[src/rtl/mac_result_reader_if.sv]
// mac_result_reader_if
// Groups the command, MAC-array and result-stream signals of the MAC result
// reader.
//   slave  : the reader itself (takes start/numRows/macOut/outReady and
//            drives COMP/rowResult, the out* result stream, busy and done)
//   master : the environment driving the reader (controller, MAC array and
//            result sink)
// Signals:
//   start     request to read numRows rows
//   numRows   rows to read (0 ignored, >16 clamped to 16)
//   COMP      compute/select strobe to the MAC array
//   rowResult row index presented to the MAC array
//   macOut    16 lanes x 17 bits, lane n on bits [17n+16:17n]
//   outData   result word, outLane/outRow its lane/row index
//   outValid  result word valid; outReady sink accepts it
//   busy      readout in progress; done one-cycle completion pulse
interface mac_result_reader_if;
    logic         start;
    logic [4:0]   numRows;
    logic         COMP;
    logic [3:0]   rowResult;
    logic [271:0] macOut;
    logic [16:0]  outData;
    logic [3:0]   outLane;
    logic [3:0]   outRow;
    logic         outValid;
    logic         outReady;
    logic         busy;
    logic         done;

    modport slave (
        input  start, numRows, macOut, outReady,
        output COMP, rowResult, outData, outLane, outRow, outValid, busy, done
    );

    modport master (
        output start, numRows, macOut, outReady,
        input  COMP, rowResult, outData, outLane, outRow, outValid, busy, done
    );
endinterface

[src/rtl/mac_result_reader.sv]
// mac_result_reader
// Reads results out of a 16-lane MAC array row by row. For each row it
// strobes COMP with the row index, waits CAP_DELAY cycles for the array to
// settle, captures all 16 lanes and streams them lane by lane over a
// valid/ready handshake.
// Ports:
//   Clk    clock, all state changes on the rising edge
//   reset  synchronous active-high reset
//   bus    mac_result_reader_if.slave (command, MAC array, result stream)
// Parameter:
//   CAP_DELAY  cycles from the COMP cycle to the macOut capture (1..4)
//
// state | meaning
// ------+-----------------------------------------------------------
// IDLE  | waiting for start with a non-zero row count
// ISSUE | one cycle, COMP=1, rowResult = current row
// WAIT  | CAP_DELAY cycles for the MAC array; macOut captured at the end
// DRAIN | stream buffer[lane] until lane 15 is accepted
module mac_result_reader #(
    parameter int CAP_DELAY = 2
) (
    input  logic              Clk,
    input  logic              reset,
    mac_result_reader_if.slave bus
);

    typedef enum logic [1:0] {
        IDLE  = 2'd0,
        ISSUE = 2'd1,
        WAIT  = 2'd2,
        DRAIN = 2'd3
    } state_t;

    // WAIT is a down-counter loaded with CAP_DELAY-1; terminal count 0 ends it
    localparam logic [1:0] WAIT_LOAD = 2'(CAP_DELAY - 1);

    state_t      state_q, state_d;
    logic [4:0]  nrows_q, nrows_d;
    logic [3:0]  row_q, row_d;
    logic [3:0]  lane_q, lane_d;
    logic [1:0]  wait_q, wait_d;
    logic [16:0] out_data_q, out_data_d;
    logic        done_q, done_d;
    logic        capture;
    logic [16:0] buf_q [16];

    always_comb begin
        state_d    = state_q;
        nrows_d    = nrows_q;
        row_d      = row_q;
        lane_d     = lane_q;
        wait_d     = wait_q;
        out_data_d = out_data_q;
        done_d     = 1'b0;
        capture    = 1'b0;

        unique case (state_q)
            IDLE: begin
                if (bus.start && (bus.numRows != 5'd0)) begin
                    nrows_d = (bus.numRows > 5'd16) ? 5'd16 : bus.numRows;
                    row_d   = 4'd0;
                    lane_d  = 4'd0;
                    state_d = ISSUE;
                end
            end
            ISSUE: begin
                wait_d  = WAIT_LOAD;
                state_d = WAIT;
            end
            WAIT: begin
                if (wait_q == 2'd0) begin
                    capture    = 1'b1;
                    lane_d     = 4'd0;
                    // lane 0 goes straight from macOut so it is valid
                    // in the first DRAIN cycle
                    out_data_d = bus.macOut[16:0];
                    state_d    = DRAIN;
                end else begin
                    wait_d = wait_q - 2'd1;
                end
            end
            DRAIN: begin
                if (bus.outReady) begin
                    if (lane_q == 4'd15) begin
                        lane_d = 4'd0;
                        if (({1'b0, row_q} + 5'd1) < nrows_q) begin
                            row_d   = row_q + 4'd1;
                            state_d = ISSUE;
                        end else begin
                            done_d  = 1'b1;
                            state_d = IDLE;
                        end
                    end else begin
                        lane_d     = lane_q + 4'd1;
                        out_data_d = buf_q[lane_q + 4'd1];
                    end
                end
            end
            default: state_d = IDLE;
        endcase
    end

    always_ff @(posedge Clk) begin
        if (reset) begin
            state_q    <= IDLE;
            nrows_q    <= 5'd0;
            row_q      <= 4'd0;
            lane_q     <= 4'd0;
            wait_q     <= 2'd0;
            out_data_q <= 17'd0;
            done_q     <= 1'b0;
            for (int i = 0; i < 16; i++) begin
                buf_q[i] <= 17'd0;
            end
        end else begin
            state_q    <= state_d;
            nrows_q    <= nrows_d;
            row_q      <= row_d;
            lane_q     <= lane_d;
            wait_q     <= wait_d;
            out_data_q <= out_data_d;
            done_q     <= done_d;
            if (capture) begin
                for (int i = 0; i < 16; i++) begin
                    buf_q[i] <= bus.macOut[17*i +: 17];
                end
            end
        end
    end

    // every output is a register or a decode of the state register
    assign bus.COMP      = (state_q == ISSUE);
    assign bus.busy      = (state_q != IDLE);
    assign bus.outValid  = (state_q == DRAIN);
    assign bus.rowResult = row_q;
    assign bus.outRow    = row_q;
    assign bus.outLane   = lane_q;
    assign bus.outData   = out_data_q;
    assign bus.done      = done_q;

endmodule

[src/flat_wrapper.sv]
// flat-port wrapper written by rule: the top's interface ports become plain ports
module mac_result_reader_flat 
#(
    parameter int CAP_DELAY = 2
)
  (Clk, reset, bus_start, bus_numRows, bus_macOut, bus_outReady, bus_COMP, bus_rowResult, bus_outData, bus_outLane, bus_outRow, bus_outValid, bus_busy, bus_done);
  mac_result_reader_if bus_i ();
  input  logic Clk;
  input  logic reset;
  input wire logic [$bits(bus_i.start)-1:0] bus_start;
  input wire logic [$bits(bus_i.numRows)-1:0] bus_numRows;
  input wire logic [$bits(bus_i.macOut)-1:0] bus_macOut;
  input wire logic [$bits(bus_i.outReady)-1:0] bus_outReady;
  output wire logic [$bits(bus_i.COMP)-1:0] bus_COMP;
  output wire logic [$bits(bus_i.rowResult)-1:0] bus_rowResult;
  output wire logic [$bits(bus_i.outData)-1:0] bus_outData;
  output wire logic [$bits(bus_i.outLane)-1:0] bus_outLane;
  output wire logic [$bits(bus_i.outRow)-1:0] bus_outRow;
  output wire logic [$bits(bus_i.outValid)-1:0] bus_outValid;
  output wire logic [$bits(bus_i.busy)-1:0] bus_busy;
  output wire logic [$bits(bus_i.done)-1:0] bus_done;
  assign bus_i.start = bus_start;
  assign bus_i.numRows = bus_numRows;
  assign bus_i.macOut = bus_macOut;
  assign bus_i.outReady = bus_outReady;
  assign bus_COMP = bus_i.COMP;
  assign bus_rowResult = bus_i.rowResult;
  assign bus_outData = bus_i.outData;
  assign bus_outLane = bus_i.outLane;
  assign bus_outRow = bus_i.outRow;
  assign bus_outValid = bus_i.outValid;
  assign bus_busy = bus_i.busy;
  assign bus_done = bus_i.done;
  mac_result_reader #(.CAP_DELAY(CAP_DELAY)) u_core (.Clk(Clk), .reset(reset), .bus(bus_i));
endmodule
[config.mk]
export PLATFORM = sky130hd
export DESIGN_NAME = mac_result_reader_flat
export DESIGN_NICKNAME = d
export VERILOG_FILES = /design/src/rtl/mac_result_reader_if.sv /design/src/rtl/mac_result_reader.sv /design/src/flat_wrapper.sv
export SDC_FILE = /design/constraint.sdc
export NUM_CORES = 1
export LEC_CHECK = 0
export CORE_ASPECT_RATIO = 0.7
export CORE_UTILIZATION = 51
export DETAILED_ROUTE_END_ITERATION = 8
export GPL_ROUTABILITY_DRIVEN = 0
export PLACE_DENSITY = 0.92
export SYNTH_ARGS = -nofsm -noshare
export SYNTH_HDL_FRONTEND = slang
export SYNTH_SLANG_ARGS = --single-unit
[constraint.sdc]
create_clock -name Clk -period 8.6 [get_ports Clk]
set_input_delay 0.86 -clock Clk [delete_from_list [all_inputs] [get_ports Clk]]
set_output_delay 0.86 -clock Clk [all_outputs]
set_load 0.005 [all_outputs]
======== After elaboration in Yosys (flattened, before gate mapping) ========
Memory sizes are Yosys's and may differ from the RTL's.
Index checks and enable logic that the tools add are counted.
cells by class
  $add $sub $neg .......................... 4
  reductions and logical operators ........ 16
  magnitude comparators ................... 2
  equal/unequal tests ..................... 11
  multiplexer cells ....................... 46
  bitwise logic cells ..................... 19
operators with widths
  cell                   number
  $mux W17               19
  $pmux W17 S2           1
  $mux W4                7
  $or A1 B1 Y1           16
  $pmux W4 S3            1
  $reduce_and A4 Y1      3
  $mux W2                5
  $mux W1                9
  $add A4 B1 Y4 const B  2
  $ne A2 B1 Y1 const B   4
  $pmux W2 S4            1
  $pmux W4 S2            1
  $reduce_bool A2 Y1     4
  $ne A2 B2 Y1 const B   3
  $add A4 B1 Y5 const B  1
  $gt A5 B5 Y1 const B   1
  $lt A5 B5 Y1           1
  $mux W5                1
  $reduce_and A5 Y1      1
  $reduce_bool A5 Y1     1
  $eq A2 B2 Y1 const B   2
  $eq A4 B4 Y1 const B   1
  $logic_not A2 Y1       2
  $pmux W2 S2            1
  other kinds (7)        10
word-level totals
  output and inout bits ................... 33
  memories kept ........................... 1
  logic and storage cells ................. 106
  input bits .............................. 281
  register bits after elaboration ......... 35
  memory bits (writable) .................. 272
memories
  name          words  width  rd ports  clocked after memory_dff  write ports  RTL line                 source
  u_core.buf_q  16     17     1         0                         16           mac_result_reader.sv:45  logic [16:0] buf_q [16];

======== Logic depth before layout (Yosys ltp) ========
Gate-level depths: netlist of run 1.
  depth in word-level cells ............... 7
  depth in mapped cells ................... 9

======== Least setup slack after synthesis of run 1 ========
No wires, ideal clock.
  path type ............................... input-to-reg
  start ................................... input port reset
  end ..................................... memory u_core.buf_q[0][0] (enable)
  library setup time ...................... 2.066 ns
  arrival ................................. 5.341 ns
  required time ........................... 6.534 ns
  path slack .............................. 1.192 ns
  stages on the path ...................... 2
  path through ............................ inv_2 -> nand2_1
RTL lines
  element      RTL line                 source
  from (decl)  flat_wrapper.sv:9        input logic reset;
  to (decl)    mac_result_reader.sv:45

======== Final worst setup path of run 1 ========
  start ................................... register u_core.lane_q[0] (netlist: u_core.bus.outLane[0])
  end ..................................... output port bus_outLane[0]
RTL lines
  element                 RTL line                  source
  from (decl)             mac_result_reader.sv:40   logic [3:0] lane_q, lane_d;
  from (signal assigned)  mac_result_reader.sv:119  lane_q <= lane_d;
  to (decl)               flat_wrapper.sv:17        output wire logic [$bits(bus_i.outLane)-1:0] bus_outLane;
No word-level cell between the ends.

==> impl_metrics.json, run 1 <==
{
  "finClkSkew_ns": 0.0185,
  "ant_nets": 0,
  "dpl-instance-area_um2": 17300,
  "stdcell_count": 1643,
  "fin_setup_tns_ns": 0,
  "drive_gt1_share_pct": 11.0,
  "synth_top_area_cell": "edfxtp_1",
  "overflow": 0,
  "hold_violations": 0,
  "worstSetupStartpointType": "flip-flop",
  "wl_um": 35600,
  "drt_iter0_markers": 716,
  "finalCriticalPeriod_ns": 3.73,
  "r2r_start": "u_core.state_q[0]",
  "synth_common_cells": "edfxtp_1 (272), and2_1 (175), nor2b_1 (102)",
  "root_buffer": "clkbuf_16",
  "p_int_uw": 3140,
  "crit_fanout": 41,
  "synth-edff-count": 272,
  "worstSetupPathType": "reg -> out",
  "cts_setup_buffers": 0,
  "whs_endpoint": "u_core.nrows_q[0]",
  "clockPowerShare_pct": 30.0,
  "maxSlewHeadroom_pct": 23.0,
  "rsz0062_at_grt": "no",
  "drcViolationCount": 0,
  "numCtsBuffers": 29,
  "vdd_drop_max_uv": 152,
  "yosys-top-cells-area": "edfxtp_1 (58%), mux4_2 (11%), and2_1 (7.8%), dfxtp_1 (5.0%), nor2b_1 (4.6%)",
  "area_growth_pct": 30.8,
  "grt_usage_pct": 25.5,
  "synthArstFlopShare_pct": 0,
  "dp.cells": 1587,
  "final.period_utilization_pct": 43.4,
  "reg2reg_to": "u_core.buf_q[6][2]",
  "die-area_um2": 28100,
  "design_area_um2": 18300,
  "yosys.area_share.simple_pct": 17.4,
  "syn_nets": 1261,
  "synth.avg_cell_area_um2": 14.4,
  "antenna_found_initial": 2,
  "clkLatencyLatePin_ns": 0.57,
  "status": "complete, no violations",
  "yosysMostFrequentCell": "edfxtp_1",
  "cp.arrival_ns": 2.87,
  "ys_seq_area_share_pct": 63.5,
  "die_w_um": 200,
  "swShare_pct": 26.3,
  "io_buffers": 313,
  "cts_sinks": 307,
  "grt_max_degree": 131,
  "rrSetupSlack_ns": 5.11,
  "synth_top_family_by_area": "simple AND/OR/NAND/NOR gates",
  "synthMuxAreaShare_pct": 11.2,
  "dr.pass1.iters": 5,
  "yosysUniqueCellTypes": 52,
  "maxCapViolations": 0,
  "io_pins": 314,
  "p_seq_share_pct": 49.4,
  "worst-slew-pin-transition_ns": 1.16,
  "wire_per_inst_um": 21.7,
  "slew_violations": 0,
  "power.leakage_uw": 0.00644,
  "synth_top_area_share_pct": 58.5,
  "grt_pass1_vias": 9064,
  "hold_path.class": "reg -> reg",
  "crit_required_ns": 7.74,
  "end_kind": "primary output",
  "finalSetupViolations": 0,
  "power_density_nw_per_um2": 233,
  "core_area_um2": 26800,
  "initial_utilization_pct": 52.1,
  "viasPerCell": 5.45,
  "nFillCells": 1816,
  "synth_compound_area_share_pct": 3.72,
  "cts_resized": 0,
  "total_power_uw": 4270,
  "dpl.hpwl_um": 25100,
  "clk_pin_slew_worst_paths_ns": 0.06,
  "min_from": "u_core.nrows_q[0]",
  "reg2reg_depth": 6,
  "cts_max_level": 1,
  "synthFlopType": "edfxtp_1",
  "grt_pass1_wl_um": 52500,
  "fmax_mhz": 268,
  "synth_fa_ha_area_share_pct": 0.985,
  "syn_inst": 969,
  "cts_hold_buffers": 0,
  "cts_tree": "built",
  "die_h_um": 140,
  "routed-via-count": 8951,
  "synth_xor_area_share_pct": 0.421,
  "ys_ff_latch": 307,
  "yosys_warnings": 0,
  "pwr-share-comb_pct": 20.6,
  "syn_area_um2": 14000,
  "hold_path_depth": 2,
  "nNetsFinal": 1546,
  "cts_buffer_depth": 3,
  "fp-row-count": 50,
  "power.switching_uw": 1120
}
## cells by family (layout without fill, tap and decap cells)
group | after synthesis | after routing
and+or+nand+nor | 430 | 430
DFF | 307 | 307
buffers and inverters | 80 | 388
muxes | 72 | 72
AOI/OAI and AO/OA | 64 | 64
adders and majority gates | 11 | 11
xor gates and xnor gates | 5 | 5
other | 0 | 2
## flip-flops by register name (all words and copies together) (netlist names)
| name | count |
|---|---|
| u_core.bus.outLane | 4 |
| u_core.bus.outData | 17 |
| u_core.buf_q | 272 |
| u_core.bus.done | 1 |
| u_core.bus.outRow | 4 |
| u_core.wait_q | 2 |
| u_core.state_q | 2 |
| u_core.nrows_q | 5 |
## power by group through the flow
stage,clock (uW),combinational [uW],sequential [uW]
after global routing,1350,940,2130
final,1280,879,2110
after CTS,1300,881,2110
after detailed placement,0,877,2140
after floorplan,0,521,2160
after global placement,0,857,2110
## layer usage
layer | up-vias | share of wire [%] | routed length (um) | track usage (%)
met5 | - | 0 | 0 | 0
met2 | 424 | 47 | 16700 | 40.4
met1 | 4346 | 42 | 15000 | 35.7
li1 | 4119 | - | - | -
met4 | 0 | 2.7 | 974 | 7.43
met3 | 62 | 8.1 | 2890 | 5.47
## worst max-delay path by stage
stage / from / cells past startpoint / endpoint / slack (ns)
2_1_floorplan: reset / 2 / u_core.buf_q[0][0] / 1.19
3_3_place_gp: reset / 5 / u_core.buf_q[9][16] / 4.82
3_5_place_dp: reset / 5 / u_core.buf_q[7][1] / 4.65
4_1_cts: u_core.bus.outLane[0] / 2 / bus_outLane[0] / 4.79
5_1_grt: u_core.bus.outLane[0] / 2 / bus_outLane[0] / 4.66
6_report: u_core.bus.outLane[0] / 2 / bus_outLane[0] / 4.87
## metrics by stage
stage                     setup slack (ns)  hold slack (ns)  utilization [%]
after floorplan                       1.19            0.429                -
after global placement                4.82            0.444             64.6
after detailed placement              4.65            0.451             64.6
after CTS                             4.79            0.465             68.1
after global routing                  4.66            0.475             68.1
final                                 4.87            0.462             68.1
## worst max-delay path, stage by stage, from the launching register on
cell and delay, ns:
dfxtp_4 0.79, buf_4 0.77, clkdlybuf4s50_1 0.65
## cells in the final DEF, fill, tap and decap left out, types with 2 or more instances in the layout
cell	Yosys	final
nand2b_1	4	4
o21ai_0	5	5
a21oi_1	12	12
a32o_1	17	17
nand4_1	3	3
buf_4	10	10
diode_2	0	2
nand2_1	78	77
edfxtp_1	272	272
and3_1	2	2
and2_1	175	175
clkinv_1	0	6
nor2_1	26	25
or4_1	2	2
clkdlybuf4s50_1	0	312
a211oi_2	2	2
ha_1	11	10
nand4b_1	5	5
clkbuf_1	45	4
clkinv_2	0	7
a31oi_1	18	18
dfxtp_1	35	34
mux4_2	68	68
nand3_2	2	2
bufinv_16	0	3
inv_1	11	11
nand3_1	22	22
xnor2_2	1	2
mux2i_1	4	4
clkbuf_16	0	29
nor2b_1	102	102
clkinvlp_4	0	2
## cell type report
class | instances | area [um^2] | area share [%]
clock buffer | 33 | 741 | 4.05
timing repair buffer | 322 | 3200 | 17.5
antenna | 2 | 5.00 | 0.0274
sequential | 307 | 8870 | 48.5
multi-input combinational | 582 | 4770 | 26.1
clock inverter | 21 | 200 | 1.09
inverter | 12 | 45.0 | 0.246
tap | 364 | 455 | 2.49
Power figures use the tool's default switching activity.
==> inputs of run 2 (changes only) <==
==> constraint.sdc (replaced) <==
create_clock -name Clk -period 3.5 [get_ports Clk]
set_input_delay 0.35 -clock Clk [delete_from_list [all_inputs] [get_ports Clk]]
set_output_delay 0.35 -clock Clk [all_outputs]
set_load 0.005 [all_outputs]
==> run 2 against run 1 <==
Against the previous run: final cell count is 0.30% higher; core utilization rose by 0.66 points; sequential share of layout area decreased by 0.46 points; via count grew 3.1%; total power increased by 150%; combinational power rose to 2.5 times the previous value; clock skew fell by 0.011 ns; non-clock buffer count increased by 6; highest routed layer is now met5.
==> impl_metrics.json, run 2 (synthesis results as in run 1) <==
{
  "crit_start": "u_core.bus.outLane[0]",
  "final.period_utilization_pct": 82.8,
  "die_h_um": 140,
  "regMostFlops": "u_core.buf_q",
  "fin_setup_tns_ns": 0,
  "core_area_um2": 26800,
  "end_kind": "flip-flop",
  "cts_max_level": 1,
  "drcViolationCount": 0,
  "cts_sinks": 307,
  "largest_reg_flops": 272,
  "critical_path.endpoint": "u_core.bus.outData[7]",
  "hold_violations": 0,
  "vdd_drop_max_uv": 389,
  "finalCriticalPeriod_ns": 2.90,
  "fp-row-count": 50,
  "grt_usage_pct": 26.3,
  "status": "complete, no violations",
  "cts_resized": 0,
  "maxSlewHeadroom_pct": 22.2,
  "overflow": 0,
  "io_pins": 314,
  "cts_setup_buffers": 0,
  "cts_buffer_depth": 3,
  "power_density_nw_per_um2": 577,
  "worst-slew-pin-transition_ns": 1.16,
  "worstSetupPathType": "reg -> reg",
  "wire_per_inst_um": 22.1,
  "cts_tree": "built",
  "layout_common_cells": "clkdlybuf4s50_1 (312), edfxtp_1 (272), and2_1 (175)",
  "r2r_start": "u_core.bus.outLane[0]",
  "nNetsFinal": 1552,
  "grt_pass1_vias": 9231,
  "ant_nets": 0,
  "maxCapViolations": 0,
  "crit_required_ns": 3.95,
  "cp.arrival_ns": 3.34,
  "fmax_mhz": 345,
  "hold_path.class": "in -> reg",
  "finClkSkew_ns": 0.00723,
  "area_growth_pct": 32.1,
  "cts_hold_buffers": 0,
  "reg2reg_to": "u_core.bus.outData[7]",
  "io_buffers": 313,
  "rrSetupSlack_ns": 0.60,
  "wl_um": 36400,
  "routed-via-count": 9232,
  "dp.cells": 1593,
  "dr.pass1.iters": 5,
  "die-area_um2": 28100,
  "reg2reg_depth": 6,
  "power.leakage_uw": 0.00653,
  "grt_max_degree": 122,
  "drive_gt1_share_pct": 11.6,
  "clkLatencyLatePin_ns": 0.56,
  "stdcell_count": 1648,
  "viasPerCell": 5.60,
  "layout_commonest_cell": "clkdlybuf4s50_1",
  "root_buffer": "clkbuf_16",
  "clk_pin_slew_worst_paths_ns": 0.06,
  "finalSetupViolations": 0,
  "crit_fanout": 29,
  "drt_iter0_markers": 989,
  "dpl.hpwl_um": 26200,
  "nFillCells": 1768,
  "numCtsBuffers": 29,
  "slew_violations": 0,
  "die_w_um": 200,
  "grt_pass1_wl_um": 54200,
  "initial_utilization_pct": 52.1,
  "rsz0062_at_grt": "no",
  "worstSetupStartpointType": "flip-flop",
  "antenna_found_initial": 3
}
[run 2: changes by cell type in the layout (fill, tap and decap cells not counted), moves of 2 or more]
cell,before,now
clkbuf_8,0,7
buf_12,0,6
clkinv_1,6,1
clkinv_2,7,3
clkbuf_1,4,7
bufinv_16,3,1
clkbuf_16,29,31
clkinvlp_4,2,0
[run 2: metrics by stage]
stage | instance area (um^2) | hold WS, ns | setup WS [ns] | power, uW | utilization (%)
6_report | 18500 | 0.211 | 0.602 | 10600 | 68.8
5_1_grt | 18500 | 0.214 | 0.358 | 11000 | 68.8
4_1_cts | 18500 | 0.185 | 0.545 | 10700 | 68.8
3_5_place_dp | 17500 | 0.454 | 0.579 | 7470 | 65.1
3_3_place_gp | 17500 | 0.445 | 0.750 | 7370 | 65.1
2_1_floorplan | 14000 | 0.429 | 0.463 | 6450 | -
[run 2: report_power, final]
group | switching, uW | leakage, uW | internal [uW]
Clock | 1370 | 0.000491 | 1850
Combinational | 1120 | 0.00293 | 1090
Sequential | 291 | 0.00310 | 4920
[run 2: final cells by class]
cell class | instances | area, um^2 | share of cell area [%]
clock inverters | 9 | 92.6 | 0.502
well taps | 364 | 455 | 2.47
inverters | 12 | 45.0 | 0.244
flip-flops and latches | 307 | 8870 | 48.1
multi-input cells | 582 | 4770 | 25.9
diodes | 1 | 2.50 | 0.0136
repair buffers | 328 | 3320 | 18.0
clock buffers | 45 | 898 | 4.87
[run 2: layer usage]
metal,routed length (um),GRT usage [%],vias up
li1,-,-,4127
met1,14700,37.1,4507
met2,17400,42.0,536
met3,3380,5.20,60
met4,926,7.15,2
met5,13,0,-
[run 2: worst min-delay path by stage]
stage	start	endpoint	slack, ns	cells past startpoint
after floorplan	u_core.nrows_q[0]	u_core.nrows_q[0]	0.43	2
after global placement	u_core.nrows_q[2]	u_core.nrows_q[2]	0.44	2
after detailed placement	u_core.nrows_q[1]	u_core.nrows_q[1]	0.45	2
after CTS	reset	u_core.bus.outData[15]	0.19	4
after global routing	reset	u_core.bus.outData[15]	0.21	4
final	reset	u_core.bus.outData[15]	0.21	4
[run 2: critical path: stages, from the launching register on]
cell	delay (ns)
dfxtp_4	0.61
buf_4	0.56
nand3_2	0.16
xnor2_2	0.33
and2_1	0.59
nand3_1	0.21
a32o_1	0.31
==> inputs of run 3 (changes only) <==
==> constraint.sdc (replaced) <==
create_clock -name Clk -period 2.7 [get_ports Clk]
set_input_delay 0.27 -clock Clk [delete_from_list [all_inputs] [get_ports Clk]]
set_output_delay 0.27 -clock Clk [all_outputs]
set_load 0.005 [all_outputs]
==> run 3 against run 2 <==
Against the previous run: critical path depth unchanged; sequential cell count is the same; core utilization increased by 0.41 points; non-clock buffer count grew 12; clock power grew 30%; hold slack worse by 0.14 ns; count of clock-buffer cells in the layout fell by 12; final cell count up 0.79%; via count grew 1.1%; register-to-register slack worse by 0.32 ns; maximum frequency grew 20%; critical endpoint is now u_core.bus.outData[8]; largest power group unchanged; highest routed layer unchanged.
==> impl_metrics.json, run 3 (synthesis results as in run 1) <==
{
  "place_ws_ns": 0.336,
  "stdcell_count": 1661,
  "layout_commonest_cell": "clkdlybuf4s50_1",
  "rrSetupSlack_ns": 0.28,
  "vdd_drop_max_uv": 520,
  "largest_reg_flops": 272,
  "cp.arrival_ns": 2.90,
  "wire_per_inst_um": 22.7,
  "crit_fanout": 16,
  "grt_max_degree": 141,
  "final.period_utilization_pct": 89.7,
  "finClkSkew_ns": 0.0281,
  "status": "complete, no violations",
  "routed-via-count": 9334,
  "cts_hold_buffers": 0,
  "die_h_um": 140,
  "nNetsFinal": 1564,
  "worstSetupPathType": "reg -> reg",
  "clkLatencyLatePin_ns": 0.57,
  "drcViolationCount": 0,
  "layout_common_cells": "clkdlybuf4s50_1 (312), edfxtp_1 (272), and2_1 (175)",
  "regMostFlops": "u_core.buf_q",
  "nFillCells": 1736,
  "core_area_um2": 26800,
  "cts_tree": "built",
  "grt_pass1_wl_um": 55600,
  "finalSetupViolations": 0,
  "fin_setup_tns_ns": 0,
  "cts_setup_buffers": 0,
  "overflow": 0,
  "hold_slack_ns": 0.0680,
  "fmax_mhz": 413,
  "reg2reg_depth": 6,
  "drt_iter0_markers": 881,
  "setup_ws_ns": 0.278,
  "numCtsBuffers": 29,
  "worstSetupStartpointType": "flip-flop",
  "power_density_nw_per_um2": 749,
  "area_growth_pct": 32.9,
  "power.leakage_uw": 0.00656,
  "whs_endpoint": "u_core.wait_q[1]",
  "viasPerCell": 5.62,
  "reg2reg_to": "u_core.bus.outData[8]",
  "die_w_um": 200,
  "hold_path_depth": 2,
  "fp-row-count": 50,
  "dp.cells": 1605,
  "grt_usage_pct": 27.2,
  "rsz0062_at_grt": "no",
  "worst-slew-pin-transition_ns": 1.29,
  "cts_resized": 0,
  "cts_sinks": 307,
  "root_buffer": "clkbuf_16",
  "hold_violations": 0,
  "maxSlewHeadroom_pct": 14.0,
  "initial_utilization_pct": 52.1,
  "slew_violations": 0,
  "drive_gt1_share_pct": 12.3,
  "crit_required_ns": 3.18,
  "dr.pass1.iters": 7,
  "maxCapViolations": 0,
  "grt_pass1_vias": 9249,
  "r2r_start": "u_core.state_q[0]",
  "cts_max_level": 1,
  "finalCriticalPeriod_ns": 2.42,
  "ant_nets": 0,
  "wl_um": 37700,
  "clk_pin_slew_worst_paths_ns": 0.06,
  "io_buffers": 313,
  "antenna_found_initial": 4,
  "hold_path.class": "in -> reg",
  "total_power_uw": 13900,
  "end_kind": "flip-flop",
  "die-area_um2": 28100,
  "io_pins": 314,
  "min_from": "reset",
  "cts_buffer_depth": 3,
  "dpl.hpwl_um": 27500
}
==> run 3: layer usage <==
metal  part of all wire (%)  up-vias  track usage [%]
met4                    4.0        2             10.5
met5                  0.034        -                0
li1                       -     4154                -
met2                     46      553             42.0
met3                     10       87             7.20
met1                     40     4538             37.1
==> run 3: worst max path at each step <==
stage                               start               endpoint  slack, ns  cells after the start
global route            u_core.state_q[0]  u_core.bus.outData[8]       0.14                      6
detailed placement  u_core.bus.outLane[0]  u_core.bus.outData[9]       0.34                      6
global placement    u_core.bus.outLane[0]  u_core.bus.outData[7]       0.38                      6
floorplan               u_core.state_q[0]     u_core.buf_q[0][0]       0.40                      4
finish                  u_core.state_q[0]  u_core.bus.outData[8]       0.28                      6
CTS                 u_core.bus.outLane[0]  u_core.bus.outData[8]       0.31                      6
==> run 3: where the power goes <==
| part | switching (uW) | internal (uW) | leakage, uW | total [uW] |
|---|---|---|---|---|
| Sequential | 383 | 6370 | 0.00310 | 6750 |
| Combinational | 1510 | 1460 | 0.00300 | 2970 |
| Clock | 1820 | 2370 | 0.000453 | 4190 |
| Total | 3720 | 10200 | 0.00656 | 13900 |
==> run 3: final cells by class <==
type / count / area [um^2] / share of cell area (%)
sequential: 307 / 8870 / 47.8
clock inverter: 20 / 228 / 1.23
clock buffer: 33 / 741 / 3.99
multi-input combinational: 582 / 4770 / 25.7
antenna: 3 / 7.51 / 0.0404
timing repair buffer: 340 / 3450 / 18.6
inverter: 12 / 45.0 / 0.243
tap: 364 / 455 / 2.45
==> run 3: worst max-delay path, stage by stage (launching register included) <==
cell and delay (ns):
dfxtp_1 0.33, inv_1 0.12, ha_1 0.27, and2b_1 0.32, a21oi_1 0.10, nor2_1 0.97
a32o_1 0.24
==> run 3: stage by stage <==
stage                     utilization (%)  cell area [um^2]
after floorplan                         -             14000
after global placement               65.6             17600
after detailed placement             65.6             17600
after CTS                            69.2             18600
after global routing                 69.2             18600
final                                69.2             18600
